[src/rtl/audio_reader_pkg.sv]
// Shared types and constants for the flash audio reader.
package audio_reader_pkg;

  // Playback controller states.
  typedef enum logic [1:0] {
    WAIT_TICK = 2'd0,
    REQ       = 2'd1,
    WAIT_DATA = 2'd2,
    HOLD      = 2'd3
  } state_t;

  // Direction encoding as seen on the direction input.
  localparam logic FWD = 1'b1;
  localparam logic BWD = 1'b0;

  // Width of one audio sample; a flash word carries two of them.
  localparam int SAMPLE_W = 16;

  // Select the upper or lower sample of a 32-bit flash word.
  function automatic logic [SAMPLE_W-1:0] pick_half(input logic [2*SAMPLE_W-1:0] word,
                                                     input logic upper);
    return upper ? word[2*SAMPLE_W-1:SAMPLE_W] : word[SAMPLE_W-1:0];
  endfunction

endpackage

[src/rtl/audio_addr_step.sv]
// Combinational word-address stepper with wrap between the clip bounds.
module audio_addr_step
  import audio_reader_pkg::*;
#(
  parameter int              ADDR_W     = 23,
  parameter logic [ADDR_W-1:0] START_ADDR = 23'h000000,
  parameter logic [ADDR_W-1:0] END_ADDR   = 23'h07FFFF
) (
  input  logic [ADDR_W-1:0] addr,
  input  logic              direction,
  output logic [ADDR_W-1:0] next_addr
);

  // Forward wraps END->START, backward wraps START->END.
  always_comb begin
    next_addr = addr;
    if (direction == FWD) begin
      if (addr == END_ADDR) next_addr = START_ADDR;
      else                  next_addr = addr + 1'b1;
    end else begin
      if (addr == START_ADDR) next_addr = END_ADDR;
      else                    next_addr = addr - 1'b1;
    end
  end

endmodule

[src/rtl/audio_flash_reader.sv]
// Streams 16-bit samples from word-addressed flash, two samples per word,
// paced by an external sample-rate strobe and steered by the keyboard
// controls (direction, pause, restart).
module audio_flash_reader
  import audio_reader_pkg::*;
#(
  parameter int              ADDR_W     = 23,
  parameter logic [ADDR_W-1:0] START_ADDR = 23'h000000,
  parameter logic [ADDR_W-1:0] END_ADDR   = 23'h07FFFF
) (
  input  logic                clock,
  input  logic                reset,
  input  logic                sample_tick,
  input  logic                direction,
  input  logic                pause,
  input  logic                restart,
  output logic [ADDR_W-1:0]   mem_address,
  output logic                mem_read,
  input  logic                mem_waitrequest,
  input  logic [31:0]         mem_readdata,
  input  logic                mem_readdatavalid,
  output logic [SAMPLE_W-1:0] audio_sample,
  output logic                audio_valid,
  output logic                tick_missed
);

  state_t              state_reg;
  logic [ADDR_W-1:0]   addr_reg;
  logic [ADDR_W-1:0]   mem_address_reg;
  logic                mem_read_reg;
  logic [31:0]         word_reg;
  logic [SAMPLE_W-1:0] audio_sample_reg;
  logic                audio_valid_reg;
  logic                tick_missed_reg;
  logic                restart_pending_reg;

  logic [ADDR_W-1:0]   step_addr;
  logic [ADDR_W-1:0]   restart_addr;
  logic                tick_go;

  // A tick only counts when playback is not paused.
  assign tick_go = sample_tick & ~pause;

  // Clip start depends on the direction of play.
  assign restart_addr = (direction == FWD) ? START_ADDR : END_ADDR;

  audio_addr_step #(
    .ADDR_W    (ADDR_W),
    .START_ADDR(START_ADDR),
    .END_ADDR  (END_ADDR)
  ) u_addr_step (
    .addr     (addr_reg),
    .direction(direction),
    .next_addr(step_addr)
  );

  // Playback FSM with registered memory and audio outputs.
  always_ff @(posedge clock or posedge reset) begin
    if (reset) begin
      state_reg           <= WAIT_TICK;
      addr_reg            <= START_ADDR;
      mem_address_reg     <= START_ADDR;
      mem_read_reg        <= 1'b0;
      word_reg            <= '0;
      audio_sample_reg    <= '0;
      audio_valid_reg     <= 1'b0;
      tick_missed_reg     <= 1'b0;
      restart_pending_reg <= 1'b0;
    end else begin
      audio_valid_reg <= 1'b0;

      // Restart in any state clears the overrun flag.
      if (restart) tick_missed_reg <= 1'b0;

      case (state_reg)
        WAIT_TICK: begin
          // Restart wins over a coincident tick; that tick is simply dropped.
          if (restart) begin
            addr_reg <= restart_addr;
          end else if (tick_go) begin
            mem_read_reg    <= 1'b1;
            mem_address_reg <= addr_reg;
            state_reg       <= REQ;
          end
        end

        REQ: begin
          // The read is never aborted; a restart is remembered instead.
          if (restart) begin
            restart_pending_reg <= 1'b1;
          end else if (tick_go) begin
            tick_missed_reg <= 1'b1;
          end
          if (!mem_waitrequest) begin
            mem_read_reg <= 1'b0;
            state_reg    <= WAIT_DATA;
          end
        end

        WAIT_DATA: begin
          if (tick_go && !restart) tick_missed_reg <= 1'b1;
          if (mem_readdatavalid) begin
            word_reg <= mem_readdata;
            // A restart that arrives with the data is treated like a pending one.
            if (restart_pending_reg || restart) begin
              addr_reg            <= restart_addr;
              restart_pending_reg <= 1'b0;
              state_reg           <= WAIT_TICK;
            end else begin
              audio_sample_reg <= pick_half(mem_readdata, direction == BWD);
              audio_valid_reg  <= 1'b1;
              state_reg        <= HOLD;
            end
          end else if (restart) begin
            restart_pending_reg <= 1'b1;
          end
        end

        HOLD: begin
          // Second half of the word goes out on the next accepted tick.
          if (restart) begin
            addr_reg  <= restart_addr;
            state_reg <= WAIT_TICK;
          end else if (tick_go) begin
            audio_sample_reg <= pick_half(word_reg, direction == FWD);
            audio_valid_reg  <= 1'b1;
            addr_reg         <= step_addr;
            state_reg        <= WAIT_TICK;
          end
        end

        default: begin
          state_reg    <= WAIT_TICK;
          mem_read_reg <= 1'b0;
        end
      endcase
    end
  end

  assign mem_address  = mem_address_reg;
  assign mem_read     = mem_read_reg;
  assign audio_sample = audio_sample_reg;
  assign audio_valid  = audio_valid_reg;
  assign tick_missed  = tick_missed_reg;

endmodule

[config.mk]
export PLATFORM = sky130hd
export DESIGN_NAME = audio_flash_reader
export DESIGN_NICKNAME = d
export VERILOG_FILES = /design/src/rtl/audio_reader_pkg.sv /design/src/rtl/audio_addr_step.sv /design/src/rtl/audio_flash_reader.sv
export SDC_FILE = /design/constraint.sdc
export NUM_CORES = 1
export LEC_CHECK = 0
export CORE_MARGIN = 2
export CORE_UTILIZATION = 55
export DETAILED_ROUTE_END_ITERATION = 16
export GPL_TIMING_DRIVEN = 0
export PLACE_DENSITY = 0.87
export SLEW_MARGIN = 20
export SYNTH_ARGS = -nofsm -noshare
export SYNTH_HDL_FRONTEND = slang
export SYNTH_SLANG_ARGS = --single-unit
[constraint.sdc]
create_clock -name clock -period 7.7 [get_ports clock]
set_input_delay 2.31 -clock clock [delete_from_list [all_inputs] [get_ports clock]]
set_output_delay 2.31 -clock clock [all_outputs]
set_load 0.01 [all_outputs]
-- Yosys cells after proc, flatten, opt, wreduce, memory -nomap -nowiden
Index checks and enable logic that the tools add are counted.
- add/sub/neg operators: 2
- equality and inequality tests: 15
- multiplexer cells: 43
- reductions and logical operators: 16
- bitwise logic cells: 3
- operators with widths (cell ; count):
    two-way mux 23 bit ; 8
    two-way mux 16 bit ; 6
    one-hot mux 23 bit (3 select lines) ; 1
    one-hot mux 16 bit (2 select lines) ; 1
    adder 23 x 1 -> 23 bit, second input constant ; 1
    == test 23 x 19 -> 1 bit, second input constant ; 1
    logical NOT 23 bit ; 1
    subtractor 23 x 1 -> 23 bit, second input constant ; 1
    two-way mux 19 bit ; 1
    != test 2 bit, second input constant ; 9
    AND reduction 5 bit ; 3
    two-way mux 1 bit ; 14
    two-way mux 2 bit ; 7
    one-hot mux 1 bit (2 select lines) ; 4
    one-hot mux 2 bit (4 select lines) ; 1
    != test 3 bit, second input constant ; 2
    nonzero test 2 bit ; 3
    == test 2 bit, second input constant ; 2
    AND reduction 2 bit ; 2
    AND reduction 4 bit ; 1
    AND reduction 3 bit ; 1
    nonzero test 3 bit ; 1
    == test 2 x 1 -> 1 bit, second input constant ; 1
    logical NOT 2 bit ; 1
    5 further kinds ; 6
- output and inout port bits: 42
- input bits: 40
- flip-flop bits (word level): 100
- logic and storage cells: 88

-- Depth between registers and ports, before layout
- depth after elaboration: 6
- gate-level depth with buffers: 10

-- Hierarchy
A second synthesis with hierarchy kept.
- cell total of the unflattened synthesis: 533
- area total of the unflattened synthesis: 6040.8 um^2
- by module, submodules not included (module ; area each (um^2) ; seq. area each (um^2) ; cells each ; instances):
    audio_flash_reader ; 4679.5 ; 2502.4 ; 320 ; 1
    audio_addr_step ; 1361.3 ; 0.0 ; 213 ; 1

-- Worst setup path after synthesis
Ideal clock, no wire load.
- path kind: input to register
- start: input port restart
- end: register addr_reg[21]
- data arrival time: 3.759 ns
- library setup time: 0.139 ns
- setup slack: 3.801 ns
- required time: 7.561 ns
- path buffers: 1
- stages on the path: 7
- cell sequence: buf_4 -> or2b_2 -> o22ai_2 -> or3_1 -> or4_1 -> o211ai_1 -> o221ai_1
- cells in the longest elaborated chain, start to end: 3
- elaborated cells on any way between the ends: 7
- RTL lines (what ; line ; source):
    start: declaration ; audio_flash_reader.sv:16 ; input logic restart,
    logical OR 1 bit ; audio_flash_reader.sv:105 ; if (restart_pending_reg || restart) begin
    != test 2 bit (no source line) ; n/a ;
    AND reduction 5 bit (no source line) ; n/a ;
    end signal: assignment ; audio_flash_reader.sv:106 ; addr_reg <= restart_addr;
    end signal: assignment ; audio_flash_reader.sv:122 ; addr_reg <= restart_addr;
    end signal: assignment ; audio_flash_reader.sv:127 ; addr_reg <= step_addr;
    end: declaration ; audio_flash_reader.sv:28 ; logic [ADDR_W-1:0] addr_reg;
Several ways; a longest one is shown, not always the timed one.
A chain may end at the register's enable or synchronous reset.

-- Worst setup path in the final report
- start: input port sample_tick
- end: register addr_reg[20]
- cells in the longest elaborated chain, start to end: 3
- RTL lines (what ; line ; source):
    start: declaration ; audio_flash_reader.sv:13 ; input logic sample_tick,
    bitwise AND 1 bit ; audio_flash_reader.sv:42 ; assign tick_go = sample_tick & ~pause;
    != test 3 bit (no source line) ; n/a ;
    AND reduction 5 bit (no source line) ; n/a ;
    end signal: assignment ; audio_flash_reader.sv:79 ; addr_reg <= restart_addr;
    end signal: assignment ; audio_flash_reader.sv:106 ;
    end signal: assignment ; audio_flash_reader.sv:122 ;
No other way between the ends.

==> results_dict.tcl <==
set metrics [dict create \
    max_freq_ghz 0.2181 \
    slowest_stage "nor3_1" \
    final_cells 728 \
    grt_overflow_total 0 \
    endpoint_kind "register" \
    cts-resized-gates 0 \
    regArea_um2 2502 \
    crit_type "in -> reg" \
    multi_input_area_um2 2854 \
    synth_seq_cells 100 \
    clk_pin_slew_ns 0.10 \
    worst_skew_pair.late_latency_ns 0.38 \
    ys_async_sr_fraction_pct 100.0 \
    port_buffers 80 \
    hold_path_class "reg -> reg" \
    critPathTopFamily "simple AND/OR/NAND/NOR gates" \
    synthTopCellsByArea "dfrtp_1, mux2_2, mux4_2" \
    avgSynthCellArea_um2 11.28 \
    status "completed" \
    leakagePower_nw 2.701 \
    topRoutingLayerUsed "met4" \
    finalSetupTns_ns 0 \
    num_antenna_cells 0 \
    cp_num_buf_inv 2 \
    synth_edf_count 0 \
    netlist_area_um2 5619 \
    skew_ns 0.01627 \
    yosysTopAreaCellShare_pct 44.53 \
    cap_viol_max_count 0 \
    grt_usage_pct 26.76 \
    cp.required_ns 7.96 \
    drive_gt1_share_pct 25.21 \
    fillers 724 \
    hold_viol_final 0 \
    cts_max_level 3 \
    vias_per_cell 6.316 \
    placedCellCount 712 \
    cts.sinks 100 \
    slew_viol_final 0 \
    period_needed_ns 4.585 \
    syn2layout_area_growth_pct 21.22 \
    start_util_pct 56.96 \
    core_um2 9864 \
    die_h_um 105.1 \
    finalCritPeriodShare_pct 59.55 \
    synth.most_common_cell "dfrtp_1" \
    yosysSeqAreaShare_pct 44.53 \
    syn-num-nets 546 \
    cts.path.max_buffers 2 \
    cts-root-buf "clkbuf_8" \
    largest_register_ffs 32 \
    yosysWarnings 0 \
    synthFlopType "dfrtp_1" \
    start_kind "input pin" \
    rows 36 \
    power.density_nw_per_um2 363.4 \
    wl_met3_mm 1.210 \
    cts_tree "done" \
    dieArea_um2 11040 \
    synthDistinctLibCells 63 \
    cp.arrival_ns 4.85 \
    tritoncts.num_buffers 9 \
    worst_pin_slew_ns 0.8789 \
    gp_congestion 0.9330 \
    cp_max_fo 10 \
    cp_slowest_stage_delay_ns 0.63 \
    postCtsSetupBuffers 0 \
    grt_max_degree 77 \
    yosys-top-cells-count "dfrtp_1, mux2_2, o21ai_0, nand2_1, a21oi_1" \
    wl_mm 14.07 \
    drt_pass1_iterations 5 \
    grt_pass1_wl_mm 23.45 \
    dr_wl_met2_mm 7.028 \
    drc 0 \
    grt_pass1_vias 4779 \
    maxSlewHeadroom_pct 40.96 \
    yosysTopAreaCell "dfrtp_1" \
    r2r_setup_slack_ns 4.90 \
    wirelength_met1_mm 5.481 \
    pin_count 82 \
    cts_hold_buf 0 \
    grt_setup_unrepaired "false" \
    first_iter_violations 357 \
    die_x_um 105.1 \
    setup_violations 0 \
    ant_nets 0 \
    synthCells 498 \
    dpl.hpwl_mm 10.03 \
    fin_nets 638 \
    routedWlPerCell_um 19.32 \
    routed-via-count 4598 \
    antenna_found_initial 0 \
    peakVddDrop_v 0.0001995 \
    path_cells "clkdlybuf4s50_1, nor2b_1, o22ai_2, nor3_1, clkbuf_1, nand2_1, a221o_1" \
]
## metrics by stage
step / worst slack, ns / utilization (%) / total power, W / hold slack [ns] / cell area, um^2
finish: 3.115 / 69.05 / 0.002475 / 0.5106 / 6812
global route: 2.978 / 69.05 / 0.002633 / 0.5310 / 6812
CTS: 3.187 / 69.05 / 0.002476 / 0.5156 / 6812
detailed placement: 2.814 / 67.10 / 0.002140 / 0.4885 / 6619
global placement: 1.353 / 66.77 / 0.002071 / 0.4810 / 6586
floorplan: 2.771 / - / 0.001683 / 0.4739 / 5619
## worst register-to-register path: stages, from the launching register on
cell,delay [ns]
dfrtp_1,0.40
inv_1,0.11
ha_1,0.29
nand2b_1,0.12
a21oi_1,0.13
nor3_1,0.66
clkbuf_1,0.53
nand2_1,0.11
a221o_1,0.32
## where the power goes
group	total, W	internal, W	switching, W
logic	0.00122	0.000608	0.000612
registers	0.000923	0.000770	0.000154
clock network	0.000333	0.000132	0.000201
total	0.00248	0.00151	0.000966
## placed cells by master, fill, tap and decap left out, types with 3 or more instances in the layout
cell type,synthesis,routed
clkbuf_8,0,10
o211ai_1,5,5
nor2_1,16,16
o31ai_1,4,4
nor3_1,16,16
o22a_1,3,3
buf_4,7,7
clkdlybuf4s50_1,0,80
dfrtp_1,100,100
o311ai_1,4,4
nor2b_1,4,4
a31oi_1,7,7
mux4_2,16,16
a41oi_1,3,3
nand3_1,18,18
a21oi_1,24,24
nor4_1,3,3
and3_1,7,7
clkbuf_1,15,15
nand2_1,28,28
nor4_2,3,3
o21a_1,3,3
mux2_2,71,71
inv_1,11,10
nor4_4,4,4
xnor2_1,4,4
ha_1,8,8
o22ai_1,6,6
xor2_1,7,7
a21boi_0,3,3
o21ai_0,31,31
and4_1,5,5
buf_2,17,17
nand2b_1,5,5
nand4_1,6,6
## cell families (layout without fill, tap and decap cells)
| group | Yosys count | in the layout | synth area share, % |
|---|---|---|---|
| and+or+nand+nor | 128 | 128 | 13.52 |
| AOI/OAI and AO/OA | 110 | 110 | 12.96 |
| DFF | 100 | 100 | 44.53 |
| muxes | 88 | 88 | 20.82 |
| buffers and inverters | 53 | 150 | 4.676 |
| xor gates and xnor gates | 11 | 11 | 1.714 |
| adders and majority gates | 8 | 8 | 1.781 |
## path summary, 6_finish.rpt
kind / startpoint / to / cells after the start
worst max register to register: state_reg[0] / addr_reg[20] / 8
worst min register to register: mem_address[8] / mem_address[8] / 1
max in group asynchronous: reset / mem_address[22] / 3
min in group asynchronous: reset / audio_sample[2] / 2
worst max-delay path: sample_tick / addr_reg[20] / 7
worst min-delay path: mem_address[8] / mem_address[8] / 1
## layout make-up
cell class,instances,area share [%]
Clock inverter,6,0.8082
Multi-Input combinational cell,345,41.90
Sequential cell,100,36.74
Tap cell,133,2.443
Buffer,42,3.251
Timing Repair Buffer,81,12.16
Clock buffer,10,2.021
Inverter,11,0.6796
## routing by layer
metal | vias up | GRT usage (%)
met3 | 35 | 6.613
li1 | 2042 | -
met1 | 2259 | 32.28
met4 | 0 | 12.00
met5 | - | 0
met2 | 262 | 45.32
No activity file was read; power rests on OpenSTA's default activity.
==> edit (config.mk and constraints unchanged) <==
Re-encode `state_t` (4 states) as one-hot, 4 bits wide.
--- a/src/rtl/audio_reader_pkg.sv
+++ b/src/rtl/audio_reader_pkg.sv
@@ -2,11 +2,11 @@
 package audio_reader_pkg;
 
   // Playback controller states.
-  typedef enum logic [1:0] {
-    WAIT_TICK = 2'd0,
-    REQ       = 2'd1,
-    WAIT_DATA = 2'd2,
-    HOLD      = 2'd3
+  typedef enum logic [3:0] {
+    WAIT_TICK = 4'b0001,
+    REQ       = 4'b0010,
+    WAIT_DATA = 4'b0100,
+    HOLD      = 4'b1000
   } state_t;
 
   // Direction encoding as seen on the direction input.
Check against the original RTL: same outputs for any inputs over 4 cycles, from zero or initial values and one cycle with reset high; so few cycles prove little.
==> edit against the unedited design <==
- clock skew fell by 0.0071 ns
- hold slack worse by 0.023 ns
- sequential cell count up 2
- design area grew 0.88%
- worst setup slack improved by 0.066 ns
- register-to-register slack improved by 0.14 ns
- sequential power shrank 4.9%
- non-clock buffer count is 3 lower
- first-iteration DRC count increased by 11%
- routed wire length increased by 8.7%
- total power decreased by 17%
- area after synthesis rose by 0.94%
- synthesized cell count grew 6.4%
- cell count grew 4.7%
- largest power group is now registers
- highest routed layer unchanged
==> edit: results (changes against the unedited design) <==
vias 4761 (+3.5%); Detailed Place HPWL 11.0 mm (+9.9%); M1 WL 6.47 mm (+18%); GPL Wtd Cong 0.965 (+3.5%); Static Leak 2.82 nW (+4.4%); post-synth net total 573 (+4.9%); Mapped Cells 530 (+6.4%); largest net degree at the start of global routing 74 (-3.9%); Synth Area in Adders 0.00662 (-0.0112); worst vdd ir 0.196 mV (-1.8%); DP Cell Count 747 (+4.9%); metal3 WL 1.18 mm (-2.9%); vias per cell 6.25 (-1.1%); global-route wire length before repair 24.7 mm (+5.3%); pre-CTS setup slack 2.84 ns (+0.0265 ns); initial antenna violation count 0 (unchanged); Seq/Total Area, Yosys 0.450 (+0.00492); post-synthesis cell type count 72 (+14%); Crit path max-delay family buffers and inverters; Commonest cells post-synth dfrtp_1, mux2_2, nand2_1; actual transition at the worst max-transition pin 0.845 ns (-0.0341 ns); slowest library cell on the worst path clkbuf_1; met2 WL post-DR 7.32 mm (+4.1%); Detailed Route Iter0 Violations 397 (+11%); fin nets 665 (+4.2%); outcome finished clean; vias in the first global route 4787 (+0.17%); CP max stage delay 0.54 ns (-0.09 ns); CP Launch Point restart; Synth Area in Compound Gates 0.143 (+0.0129); sw power 748 uW (-23%); Critical Path End addr_reg[14]; critical path arrival 4.80 ns (-0.05 ns); internal reg-to-reg setup slack 5.04 ns (+0.14 ns); min-delay src mem_address[3]; drt wl/cell 20.1 um (+3.8%); clk_skew 0.00916 ns (-0.00712 ns); GRT Overall Usage 0.284 (+0.0169); worst path buffer plus inverter count 3 (+1)
edit: changes by cell type after synthesis, moves of 5 or more:
cell / change
buf_1: +6
xor2_1: -5
o22ai_1: +5
ha_1: -5
nand2_1: +12
nor2_1: +11
mux2_2: -9
edit: cell families (layout without fill, tap and decap cells):
logic type	count (synthesis)	after routing
flops	102	102
buf+inv	53	149
xor+xnor	7	7
fa+ha+maj	3	3
compound gates	122	122
simple gates	164	164
mux	79	79
edit: how the worst min path moves through the flow:
stage,to,slack (ns),cells past startpoint
after CTS,mem_address[15],0.49,2
after detailed placement,mem_address[15],0.47,2
final,mem_address[3],0.49,2
after floorplan,word_reg[29],0.47,1
after global routing,mem_address[15],0.52,2
after global placement,mem_address[22],0.46,2
edit: metal layers:
metal	global-route usage	up-vias
met1	0.374	2315
met3	0.0680	32
met5	0	-
met4	0.0968	0
li1	-	2167
met2	0.465	247
edit: layout make-up:
type	count	area, sq um
Tap cell	136	170
Fill cell	783	3310
Sequential cell	102	2550
Inverter	14	57.6
Clock inverter	4	55.1
Clock buffer	11	141
Multi-Input combinational cell	375	2880
Buffer	39	189
Timing Repair Buffer	81	828
edit: power by group through the flow:
stage                     sequential [mW]  clock [mW]  combinational (mW)
after detailed placement            0.885           0               0.819
after CTS                           0.875       0.357               0.823
after global routing                0.904       0.373               0.896
after global placement              0.867           0               0.793
final                               0.878       0.349               0.825
after floorplan                     0.882           0               0.484
edit: worst register-to-register path, stage by stage (launching register included):
cell and delay (ns):
dfrtp_1 0.37, buf_2 0.18, nor4_4 0.61, nand4_1 0.33, o21ai_2 0.32, buf_2 0.32
nor3_1 0.09, o21ai_0 0.18, o311ai_1 0.13
